===== config.mk =====
export PLATFORM = sky130hd
export DESIGN_NAME = seg7_scan_decoder
export DESIGN_NICKNAME = d
export VERILOG_FILES = /design/src/rtl/seg7_pkg.sv /design/src/rtl/seg7_glyph_decode.sv /design/src/rtl/seg7_scan_decoder.sv
export SDC_FILE = /design/constraint.sdc
export NUM_CORES = 1
export LEC_CHECK = 0
export ABC_CLOCK_PERIOD_IN_PS = 3000
export CAP_MARGIN = 20
export CORE_ASPECT_RATIO = 0.9
export CORE_UTILIZATION = 50
export DETAILED_ROUTE_END_ITERATION = 8
export HOLD_SLACK_MARGIN = 0.12
export PLACE_DENSITY = 0.77
export REMOVE_ABC_BUFFERS = 1
export SETUP_SLACK_MARGIN = 0.2
export SLEW_MARGIN = 20
export SYNTH_ARGS = -nofsm -noshare
export SYNTH_HDL_FRONTEND = slang
export SYNTH_SLANG_ARGS = --single-unit

===== constraint.sdc =====
create_clock -name mclk -period 3 [get_ports mclk]
set_clock_uncertainty 0.15 [all_clocks]
set_input_delay 0.6 -clock mclk [delete_from_list [all_inputs] [get_ports mclk]]
set_output_delay 0.6 -clock mclk [all_outputs]
set_load 0.01 [all_outputs]

===== src/rtl/seg7_pkg.sv =====
// Shared constants for the 7-segment scan receiver: active-low glyph patterns and FSM state codes.
// Latency: n/a (constants only). Backpressure: n/a.
// Type glyph_t is the decoder result bundle.
package seg7_pkg;

    // abcdefg, active-low: [6]=a ... [0]=g
    localparam logic [6:0] SEG_0     = 7'b0000001;
    localparam logic [6:0] SEG_1     = 7'b1001111;
    localparam logic [6:0] SEG_2     = 7'b0010010;
    localparam logic [6:0] SEG_3     = 7'b0000110;
    localparam logic [6:0] SEG_4     = 7'b1001100;
    localparam logic [6:0] SEG_5     = 7'b0100100;
    localparam logic [6:0] SEG_6     = 7'b0100000;
    localparam logic [6:0] SEG_7     = 7'b0001111;
    localparam logic [6:0] SEG_8     = 7'b0000000;
    localparam logic [6:0] SEG_9     = 7'b0000100;
    localparam logic [6:0] SEG_A     = 7'b0001000;
    localparam logic [6:0] SEG_B     = 7'b1100000;
    localparam logic [6:0] SEG_C     = 7'b0110001;
    localparam logic [6:0] SEG_D     = 7'b1000010;
    localparam logic [6:0] SEG_E     = 7'b0110000;
    localparam logic [6:0] SEG_F     = 7'b0111000;
    localparam logic [6:0] SEG_BLANK = 7'b1111111;

    localparam logic [1:0] ST_IDLE    = 2'd0;
    localparam logic [1:0] ST_SETTLE  = 2'd1;
    localparam logic [1:0] ST_CAPTURE = 2'd2;
    localparam logic [1:0] ST_HOLD    = 2'd3;

    typedef struct packed {
        logic       valid;
        logic       blank;
        logic [3:0] nibble;
    } glyph_t;

endpackage


===== src/rtl/seg7_glyph_decode.sv =====
// Maps an active-low abcdefg pattern to {valid, blank, nibble}; blank is not a valid glyph.
// Latency: combinational. Backpressure: none.
// Reusable by the encoder side for self-checks.
module seg7_glyph_decode
    import seg7_pkg::*;
(
    input  logic [6:0] seg_i,
    output glyph_t     glyph_o
);

    always_comb begin
        glyph_o = '{valid: 1'b1, blank: 1'b0, nibble: 4'h0};
        case (seg_i)
            SEG_0:     glyph_o.nibble = 4'h0;
            SEG_1:     glyph_o.nibble = 4'h1;
            SEG_2:     glyph_o.nibble = 4'h2;
            SEG_3:     glyph_o.nibble = 4'h3;
            SEG_4:     glyph_o.nibble = 4'h4;
            SEG_5:     glyph_o.nibble = 4'h5;
            SEG_6:     glyph_o.nibble = 4'h6;
            SEG_7:     glyph_o.nibble = 4'h7;
            SEG_8:     glyph_o.nibble = 4'h8;
            SEG_9:     glyph_o.nibble = 4'h9;
            SEG_A:     glyph_o.nibble = 4'hA;
            SEG_B:     glyph_o.nibble = 4'hB;
            SEG_C:     glyph_o.nibble = 4'hC;
            SEG_D:     glyph_o.nibble = 4'hD;
            SEG_E:     glyph_o.nibble = 4'hE;
            SEG_F:     glyph_o.nibble = 4'hF;
            SEG_BLANK: begin
                glyph_o.valid = 1'b0;
                glyph_o.blank = 1'b1;
            end
            default:   glyph_o.valid = 1'b0;
        endcase
    end

endmodule


===== src/rtl/seg7_scan_decoder.sv =====
// Watches a scanned 7-seg bus, waits for each slot to settle, decodes it into the digit word.
// Latency: SETTLE_CYCLES+2 edges from first stable input edge to digit_valid. Backpressure: none, pulses only.
// Optional SEG_ERR_COUNT_EN adds a saturating err_count output.
module seg7_scan_decoder
    import seg7_pkg::*;
#(
    parameter int NUM_DIGITS    = 8,
    parameter int SETTLE_CYCLES = 4
) (
    input  logic                    mclk,
    input  logic                    clr,
    input  logic [NUM_DIGITS-1:0]   AN,
    input  logic [6:0]              a_to_g,
    input  logic                    dp,
    output logic [4*NUM_DIGITS-1:0] digits,
    output logic [NUM_DIGITS-1:0]   dp_vec,
    output logic                    digit_valid,
    output logic                    frame_valid,
    output logic                    seg_err,
    output logic                    an_err
`ifdef SEG_ERR_COUNT_EN
    ,
    output logic [7:0]              err_count
`endif
);

    localparam int            CW      = $clog2(SETTLE_CYCLES + 1);
    localparam int            IW      = (NUM_DIGITS > 1) ? $clog2(NUM_DIGITS) : 1;
    localparam logic [CW-1:0] CNT_MAX = CW'(SETTLE_CYCLES);

    logic [NUM_DIGITS-1:0]   an_s1_q, an_cap_q, seen_q, seen_d, dp_vec_q, dp_vec_d;
    logic [6:0]              seg_s1_q, seg_cap_q;
    logic                    dp_s1_q, dp_cap_q;
    logic [CW-1:0]           cnt_q, cnt_d;
    logic [1:0]              state_q, state_d;
    logic                    an_err_done_q, an_err_done_d;
    logic [4*NUM_DIGITS-1:0] digits_q, digits_d;
    logic                    digit_valid_q, frame_valid_q, seg_err_q, an_err_q;

    logic                    s1_change, an_none, an_one, an_multi;
    logic [NUM_DIGITS-1:0]   an_low;
    logic                    an_err_set, take_sample, write_en, bad_glyph, frame_full;
    logic [IW-1:0]           cap_idx;
    glyph_t                  glyph;

    seg7_glyph_decode u_glyph (
        .seg_i   (seg_cap_q),
        .glyph_o (glyph)
    );

    assign s1_change = (AN != an_s1_q) || (a_to_g != seg_s1_q) || (dp != dp_s1_q);
    assign cnt_d     = s1_change ? '0 : ((cnt_q == CNT_MAX) ? cnt_q : cnt_q + CW'(1));

    assign an_low   = ~an_s1_q;
    assign an_none  = (an_low == '0);
    assign an_one   = !an_none && ((an_low & (an_low - NUM_DIGITS'(1))) == '0);
    assign an_multi = !an_none && !an_one;

    // Capture works from the snapshot taken on SETTLE exit, so an input edge
    // coinciding with that exit cannot corrupt the decoded slot.
    always_comb begin
        cap_idx = '0;
        for (int i = 0; i < NUM_DIGITS; i++) begin
            if (!an_cap_q[i]) cap_idx = IW'(i);
        end
    end

    always_comb begin
        state_d     = state_q;
        an_err_set  = 1'b0;
        take_sample = 1'b0;
        case (state_q)
            ST_IDLE: begin
                if (an_one) begin
                    state_d = ST_SETTLE;
                end else if (an_multi && cnt_q == CNT_MAX && !an_err_done_q) begin
                    an_err_set = 1'b1;
                end
            end
            ST_SETTLE: begin
                if (!an_one) begin
                    state_d = ST_IDLE;
                end else if (cnt_q == CNT_MAX) begin
                    state_d     = ST_CAPTURE;
                    take_sample = 1'b1;
                end
            end
            ST_CAPTURE: state_d = ST_HOLD;
            ST_HOLD: begin
                if (an_s1_q != an_cap_q) begin
                    state_d = ST_IDLE;
                end else if (seg_s1_q != seg_cap_q || dp_s1_q != dp_cap_q) begin
                    state_d = ST_SETTLE;
                end
            end
            default: state_d = ST_IDLE;
        endcase
    end

    assign an_err_done_d = s1_change ? 1'b0 : (an_err_done_q | an_err_set);
    assign write_en      = (state_q == ST_CAPTURE) && glyph.valid;
    assign bad_glyph     = (state_q == ST_CAPTURE) && !glyph.valid && !glyph.blank;
    assign frame_full    = &seen_q;

    always_comb begin
        digits_d = digits_q;
        dp_vec_d = dp_vec_q;
        seen_d   = frame_full ? '0 : seen_q;
        if (write_en) begin
            digits_d[4*cap_idx +: 4] = glyph.nibble;
            dp_vec_d[cap_idx]        = ~dp_cap_q;
            seen_d[cap_idx]          = 1'b1;
        end
    end

    always_ff @(posedge mclk) begin
        if (clr) begin
            an_s1_q       <= '1;
            seg_s1_q      <= SEG_BLANK;
            dp_s1_q       <= 1'b1;
            an_cap_q      <= '1;
            seg_cap_q     <= SEG_BLANK;
            dp_cap_q      <= 1'b1;
            cnt_q         <= '0;
            state_q       <= ST_IDLE;
            an_err_done_q <= 1'b0;
            digits_q      <= '0;
            dp_vec_q      <= '0;
            seen_q        <= '0;
            digit_valid_q <= 1'b0;
            frame_valid_q <= 1'b0;
            seg_err_q     <= 1'b0;
            an_err_q      <= 1'b0;
        end else begin
            an_s1_q       <= AN;
            seg_s1_q      <= a_to_g;
            dp_s1_q       <= dp;
            if (take_sample) begin
                an_cap_q  <= an_s1_q;
                seg_cap_q <= seg_s1_q;
                dp_cap_q  <= dp_s1_q;
            end
            cnt_q         <= cnt_d;
            state_q       <= state_d;
            an_err_done_q <= an_err_done_d;
            digits_q      <= digits_d;
            dp_vec_q      <= dp_vec_d;
            seen_q        <= seen_d;
            digit_valid_q <= write_en;
            frame_valid_q <= frame_full;
            seg_err_q     <= bad_glyph;
            an_err_q      <= an_err_set;
        end
    end

`ifdef SEG_ERR_COUNT_EN
    logic [7:0] err_cnt_q, err_cnt_d;

    // Counts on the same edge the error pulse registers; coincident errors add one.
    always_comb begin
        err_cnt_d = err_cnt_q;
        if ((bad_glyph || an_err_set) && err_cnt_q != 8'hFF) err_cnt_d = err_cnt_q + 8'd1;
    end

    always_ff @(posedge mclk) begin
        if (clr) err_cnt_q <= '0;
        else     err_cnt_q <= err_cnt_d;
    end

    assign err_count = err_cnt_q;
`endif

    assign digits      = digits_q;
    assign dp_vec      = dp_vec_q;
    assign digit_valid = digit_valid_q;
    assign frame_valid = frame_valid_q;
    assign seg_err     = seg_err_q;
    assign an_err      = an_err_q;

endmodule

==> results by group <==
Critical path
  – CP endpoint kind: flop
  – Startpoint types: flop
  – Crit path kind: reg2reg
  – Register-to-Register Path Depth: 10
  – CP required: 3110 ps
  – CP max FO: 9
  – Crit path DAT: 2760 ps

Clocking
  – Root Buffer Master: clkbuf_8
  – Longest Clk Path Bufs: 2
  – CTS Buf Count: 9
  – H-tree depth: 3
  – CTS tree: built
  – Clk sinks: 90
  – Worst-Skew Late Latency: 360 ps
  – Clock Pin Slew Worst Setup and Hold Paths: 90 ps

Drt
  – Final WL: 11400 µm
  – DRT antenna net count: 0
  – First-pass DRT Iterations: 5
  – Via-to-Cell Ratio: 5.84
  – 1st-iter DRT viols: 318
  – Post-route DRC: 0
  – Routed wire length per instance: 16.2 µm
  – Routed via count: 4091

Min path
  – HP Class: reg2reg
  – Worst hold path depth: 2

Placed design
  – RD Place Congestion: 0.860
  – PortBufs: 61
  – DP HPWL: 7890 µm
  – Area after DPL: 0.00534 mm²

Logic synthesis
  – Syn Std Cell Area: 0.00461 mm²
  – Sequential-to-total area share from yosys stat: 39.1%
  – Post-synth top area share: 39.1%
  – EDFF count, synth: 0
  – Cell taking the most area after synthesis: dfxtp_1
  – Synth warnings: 0
  – Synth cell types: 63
  – Synth area leaders: dfxtp_1 39%, mux2i_1 7.4%, xnor2_1 4.9%, a21oi_1 4.2%, nand2_1 3.7%
  – Asr flop ratio synth: 0%
  – Primary FF master, synth: dfxtp_1
  – Post-Syn Area per Cell: 8.75 µm²
  – #FFs+latches synth: 90
  – Synthesized netlist cell count: 527

Floorplanning
  – Rows: 32
  – Initial core utilization: 52.6%
  – Core area: 0.00877 mm²
  – I/O pin cnt: 62
  – Die width: 103 µm
  – Chip height: 93.1 µm
  – Die ar.: 0.00962 mm²

Finish
  – Share of layout cells above drive strength 1: 14.8%
  – Final nets: 600
  – Inserted Diodes: 0
  – Filler cell count: 711
  – Commonest non-fill, non-tap cell in the layout: dfxtp_1
  – Fin area: 0.00561 mm²
  – Syn-to-layout area delta: 21.7%
  – Final Util: 64.0%
  – Commonest cells after routing, fill and taps aside: 87 x dfxtp_1, 60 x clkdlybuf4s50_1, 46 x nand2_1

Global routing
  – First-pass GRT wire length: 18800 µm
  – Initial antenna violation count: 0
  – Vias in the first global route: 3818
  – GRT overflow: 0
  – Largest net degree at the start of global routing: 59
  – Total GRT Usage: 25.0%

STA
  – Pins Over Slew Limit: 0
  – Period minus WS final: 2650 ps
  – Fmax: 377 MHz
  – Final hold violation count: 0
  – Rel. slew slack: 48.7%
  – Final period util: 88.3%
  – Post-route setup TNS: 0 ps
  – Slew @ Worst Pin: 770 ps
  – Final setup viols: 0
  – RSZ-0062 raised after global routing: no

Pwr
  – Static leakage: 2.10 nW
  – PD cells: 395 mW/mm²
  – Max rail drop VDD: 0.234 mV

Status
  – Status: finished clean

Job
  – Maxcap violations: 0
[stage by stage]
stage	hold slack (ps)	cells	setup WS, ps	total power, W
5_1_grt	334	701	204	0.00230
4_1_cts	312	701	191	0.00223
6_report	311	701	351	0.00222
3_3_place_gp	287	682	227	0.00139
3_5_place_dp	298	682	70.9	0.00140
2_1_floorplan	276	478	114	0.00133
[worst max-delay path: stages, from the launching register on]
cell,delay (ps)
dfxtp_2,430
nand2_1,90
a21oi_2,170
nor2_1,100
ha_1,230
ha_4,280
nand2b_1,90
or3_4,350
a211oi_4,300
mux2i_1,260
nor2_1,70
[where the power goes]
| part | switching (W) | internal, W |
|---|---|---|
| logic | 0.0000759 | 0.0000692 |
| clock network | 0.000453 | 0.000391 |
| registers | 0.0000224 | 0.00121 |
[cell families after synthesis]
logic type	Yosys count	synth area share, %
xor gates and xnor gates	33	6.27
AOI/OAI and AO/OA	123	19.7
adders and majority gates	6	1.57
DFF	90	39.1
and+or+nand+nor	181	20.3
muxes	35	7.62
buffers and inverters	59	5.42
[area by class of cell]
class	count	area, µm²	area share (%)
Clock inverter	7	76.3	1.36
Multi-Input combinational cell	378	2610	46.5
Timing Repair Buffer	88	808	14.4
Inverter	10	37.5	0.669
Tap cell	119	149	2.65
Sequential cell	90	1810	32.2
Clock buffer	9	124	2.21
[sequential cells by signal (all words and copies together), names as in the netlist, 3 cells and up, named ones only]
| name | flops |
|---|---|
| seg_s1_q | 7 |
| an_s1_q | 8 |
| digits | 32 |
| seen_q | 8 |
| an_cap_q | 8 |
| seg_cap_q | 7 |
| dp_vec | 8 |
| cnt_q | 3 |
[path summary, 6_finish.rpt]
path,start,to,slack (ps)
min reg2reg,dp_vec[2],dp_vec[2],310
min,dp_vec[2],dp_vec[2],310
max,an_cap_q[5],digits[12],350
max reg2reg,an_cap_q[5],digits[12],350
[repair_timing]
action                     in CTS  in global routing
hold buffers                    0                  0
setup buffers                   3                  0
pin swaps                       1                  5
resized for setup               4                 10
setup endpoints to repair      17                 39
[cell usage after synthesis, types with 3 or more instances]
library cell and instances:
o21ai_0 17, nand3_1 9, a311oi_1 3, mux2i_1 34
nor3_1 10, a211oi_2 3, xnor2_1 26, a221o_1 15
o31ai_1 3, or2_2 18, nand2_1 46, nand2b_1 6
a22oi_1 13, dfxtp_1 90, inv_1 8, o21ai_1 5
nor2_1 42, a21oi_1 39, or2_1 4, nor2b_1 3
a31oi_1 3, and2_1 4, ha_1 5, nand4_1 14
clkbuf_1 28, and3_1 4, nor4_1 7, buf_2 17
xor2_1 7
[per-layer routing]
layer  GRT usage, %  part of all wire [%]  wire length, µm
met1           33.1                    46             5190
met5              0                     0                0
met3           4.48                   5.7              643
met2           41.3                    47             5380
met4           7.28                   1.4              158
(Power assumes the default switching activity.)
==> patch: new RTL, config.mk and constraints unchanged <==
Build with the macro `SEG_ERR_COUNT_EN` defined.
--- a/src/rtl/seg7_scan_decoder.sv
+++ b/src/rtl/seg7_scan_decoder.sv
@@ -3,2 +3,4 @@
 // Optional SEG_ERR_COUNT_EN adds a saturating err_count output.
+`define SEG_ERR_COUNT_EN
+
 module seg7_scan_decoder
Function (old outputs only; new: err_count): kept (equiv_simple and equiv_induct, registers matched by name and starting in step).
==> patch against the original RTL <==
Utilization is 0.69 points lower. Setup slack worse by 0.030 ns. Final cell count is 2.7% higher. Global-route usage is 3.4 points lower. Synthesized area is 2.1% higher. Final area is 2.9% higher. Sequential share of layout area is 1.9 points higher. Power is 5.7% higher. Routed wire length is 11% lower. Maximum frequency is 1.1% lower. Sequential cell count is 8 higher. Critical path type unchanged. Critical endpoint is now digits[13].
==> patch: results (changes against the original RTL) <==
INFO  routing        dr.first_iter.drc_count=179 [was 318]
INFO  routing        detail_route.wirelength.met1=4780um [was 5190 um]
INFO  synthesis      postSynthAreaPerCell=8.92um^2 [was 8.75 um^2]
INFO  routing        wl=10,200um [was 11,400 um]
INFO  outcome        run_status=finished, final reports clean [unchanged]
INFO  final_layout   num_antenna_cells=0 [unchanged]
INFO  setup_path     worstRegToRegCells=11 [was 10]
INFO  setup_path     critPathMaxStageDelay=0.38ns [was 0.43 ns]
INFO  hold_path      holdCritStartpoint=digits[17] [was dp_vec[2]]
INFO  placement      dp_cells=698 [was 682]
INFO  synthesis      synth-compound-area-share=0.101 [was 0.197]
INFO  hold_path      hold-path-cell-count=2 [unchanged]
INFO  routing        dr.pass1.iters=4 [was 5]
INFO  pwr            total_leakage_power=0.00218uW [was 0.00210 uW]
INFO  routing        dr_wl_met3=446um [was 643 um]
INFO  pwr            power_clock=891uW [was 843 uW]
INFO  routing        wl_met2=4750um [was 5380 um]
INFO  grt            grt_met2_usage=0.350 [was 0.413]
INFO  final_layout   finalNetCount=616 [was 600]
INFO  final_layout   fin_cells=720 [was 701]
INFO  final_layout   share_of_layout_cells_above_drive_strength_1=0.142 [was 0.148]
INFO  synthesis      yosys-mux-area-fraction=0.103 [was 0.0762]
INFO  placement      placed_wire_length_estimate=7590um [was 7890 um]
INFO  setup_path     rrSetupSlack=0.32ns [was 0.35 ns]
INFO  grt            grt_max_degree=34 [was 59]
INFO  synthesis      yosys-top-cells-area=dfxtp_1, mux2i_1, nand2_1, xnor2_1, o211ai_1 [was dfxtp_1, mux2i_1, xnor2_1, a21oi_1, nand2_1]
INFO  setup_path     timing.critical_path.fanout_max=6 [was 9]
INFO  synthesis      synth-warning-count=0 [unchanged]
INFO  sta            worst_hold_slack=0.313ns [was 0.311 ns]
INFO  pwr            swShare=0.243 [was 0.249]
INFO  sta            achievable-frequency=373MHz [was 377 MHz]
INFO  synthesis      synth_xor_xnor_area_share=0.0632 [was 0.0627]
INFO  grt            grt_first_pass_wirelength=17,000um [was 18,800 um]
INFO  grt            gr_layer_usage_met1=0.281 [was 0.331]
INFO  synthesis      yosysSeqAreaShare=0.416 [was 0.391]
INFO  pwr            ir_drop=0.284mV [was 0.234 mV]
INFO  grt            track_usage=0.216 [was 0.250]
INFO  sta            worst_pin_slew=0.742ns [was 0.770 ns]
INFO  setup_path     crit_path_top_delay_cell=dfxtp_1 [was dfxtp_2]
INFO  placement      pre_cts_ws=0.147ns [was 0.0709 ns]
INFO  placement      placed_area=0.00551mm^2 [was 0.00534 mm^2]
INFO  placement      port_buffers=69 [was 61]
INFO  pwr            total_power=2340uW [was 2220 uW]
INFO  setup_path     crit-reg2reg-capture=digits[13] [was digits[12]]
INFO  placement      place.gp.congestion=0.877 [was 0.860]
INFO  grt            via_count_of_the_first_global_routing_pass=3,572 [was 3,818]
INFO  setup_path     critPathArrivalTime=2.80ns [was 2.76 ns]
INFO  pwr            sequential_power=1330uW [was 1230 uW]
INFO  synthesis      synth_cell_type_count=55 [was 63]
patch: changes by cell type in the layout (fill, tap and decap cells not counted), sizes merged, moves of 15 or more:
cell,change
a21oi,-15
inv,+16
a221o,-15
o21ai,-17
nand2,+31
o211ai,+19
patch: how the worst max path moves through the flow:
stage / startpoint / to / depth (start not counted)
2_1_floorplan: an_s1_q[5] / an_cap_q[0] / 6
3_3_place_gp: seg_cap_q[5] / dp_vec[4] / 6
3_5_place_dp: seg_cap_q[5] / dp_vec[4] / 6
4_1_cts: an_cap_q[2] / digits[13] / 11
5_1_grt: an_cap_q[2] / digits[13] / 11
6_report: an_cap_q[2] / digits[13] / 11
patch: what timing repair did:
action | 4_1_cts | 5_1_grt
setup endpoints to repair | 18 | 28
setup buffers | 0 | 6
gates resized for setup | 2 | 7
pin swaps | 0 | 2
patch: area by class of cell:
class,count,area (um^2)
clock inverter,7,83.8
tap,122,153
fill,765,3350
timing repair buffer,88,833
multi-input combinational,372,2530
inverter,24,90.1
sequential,98,1970
clock buffer,9,124
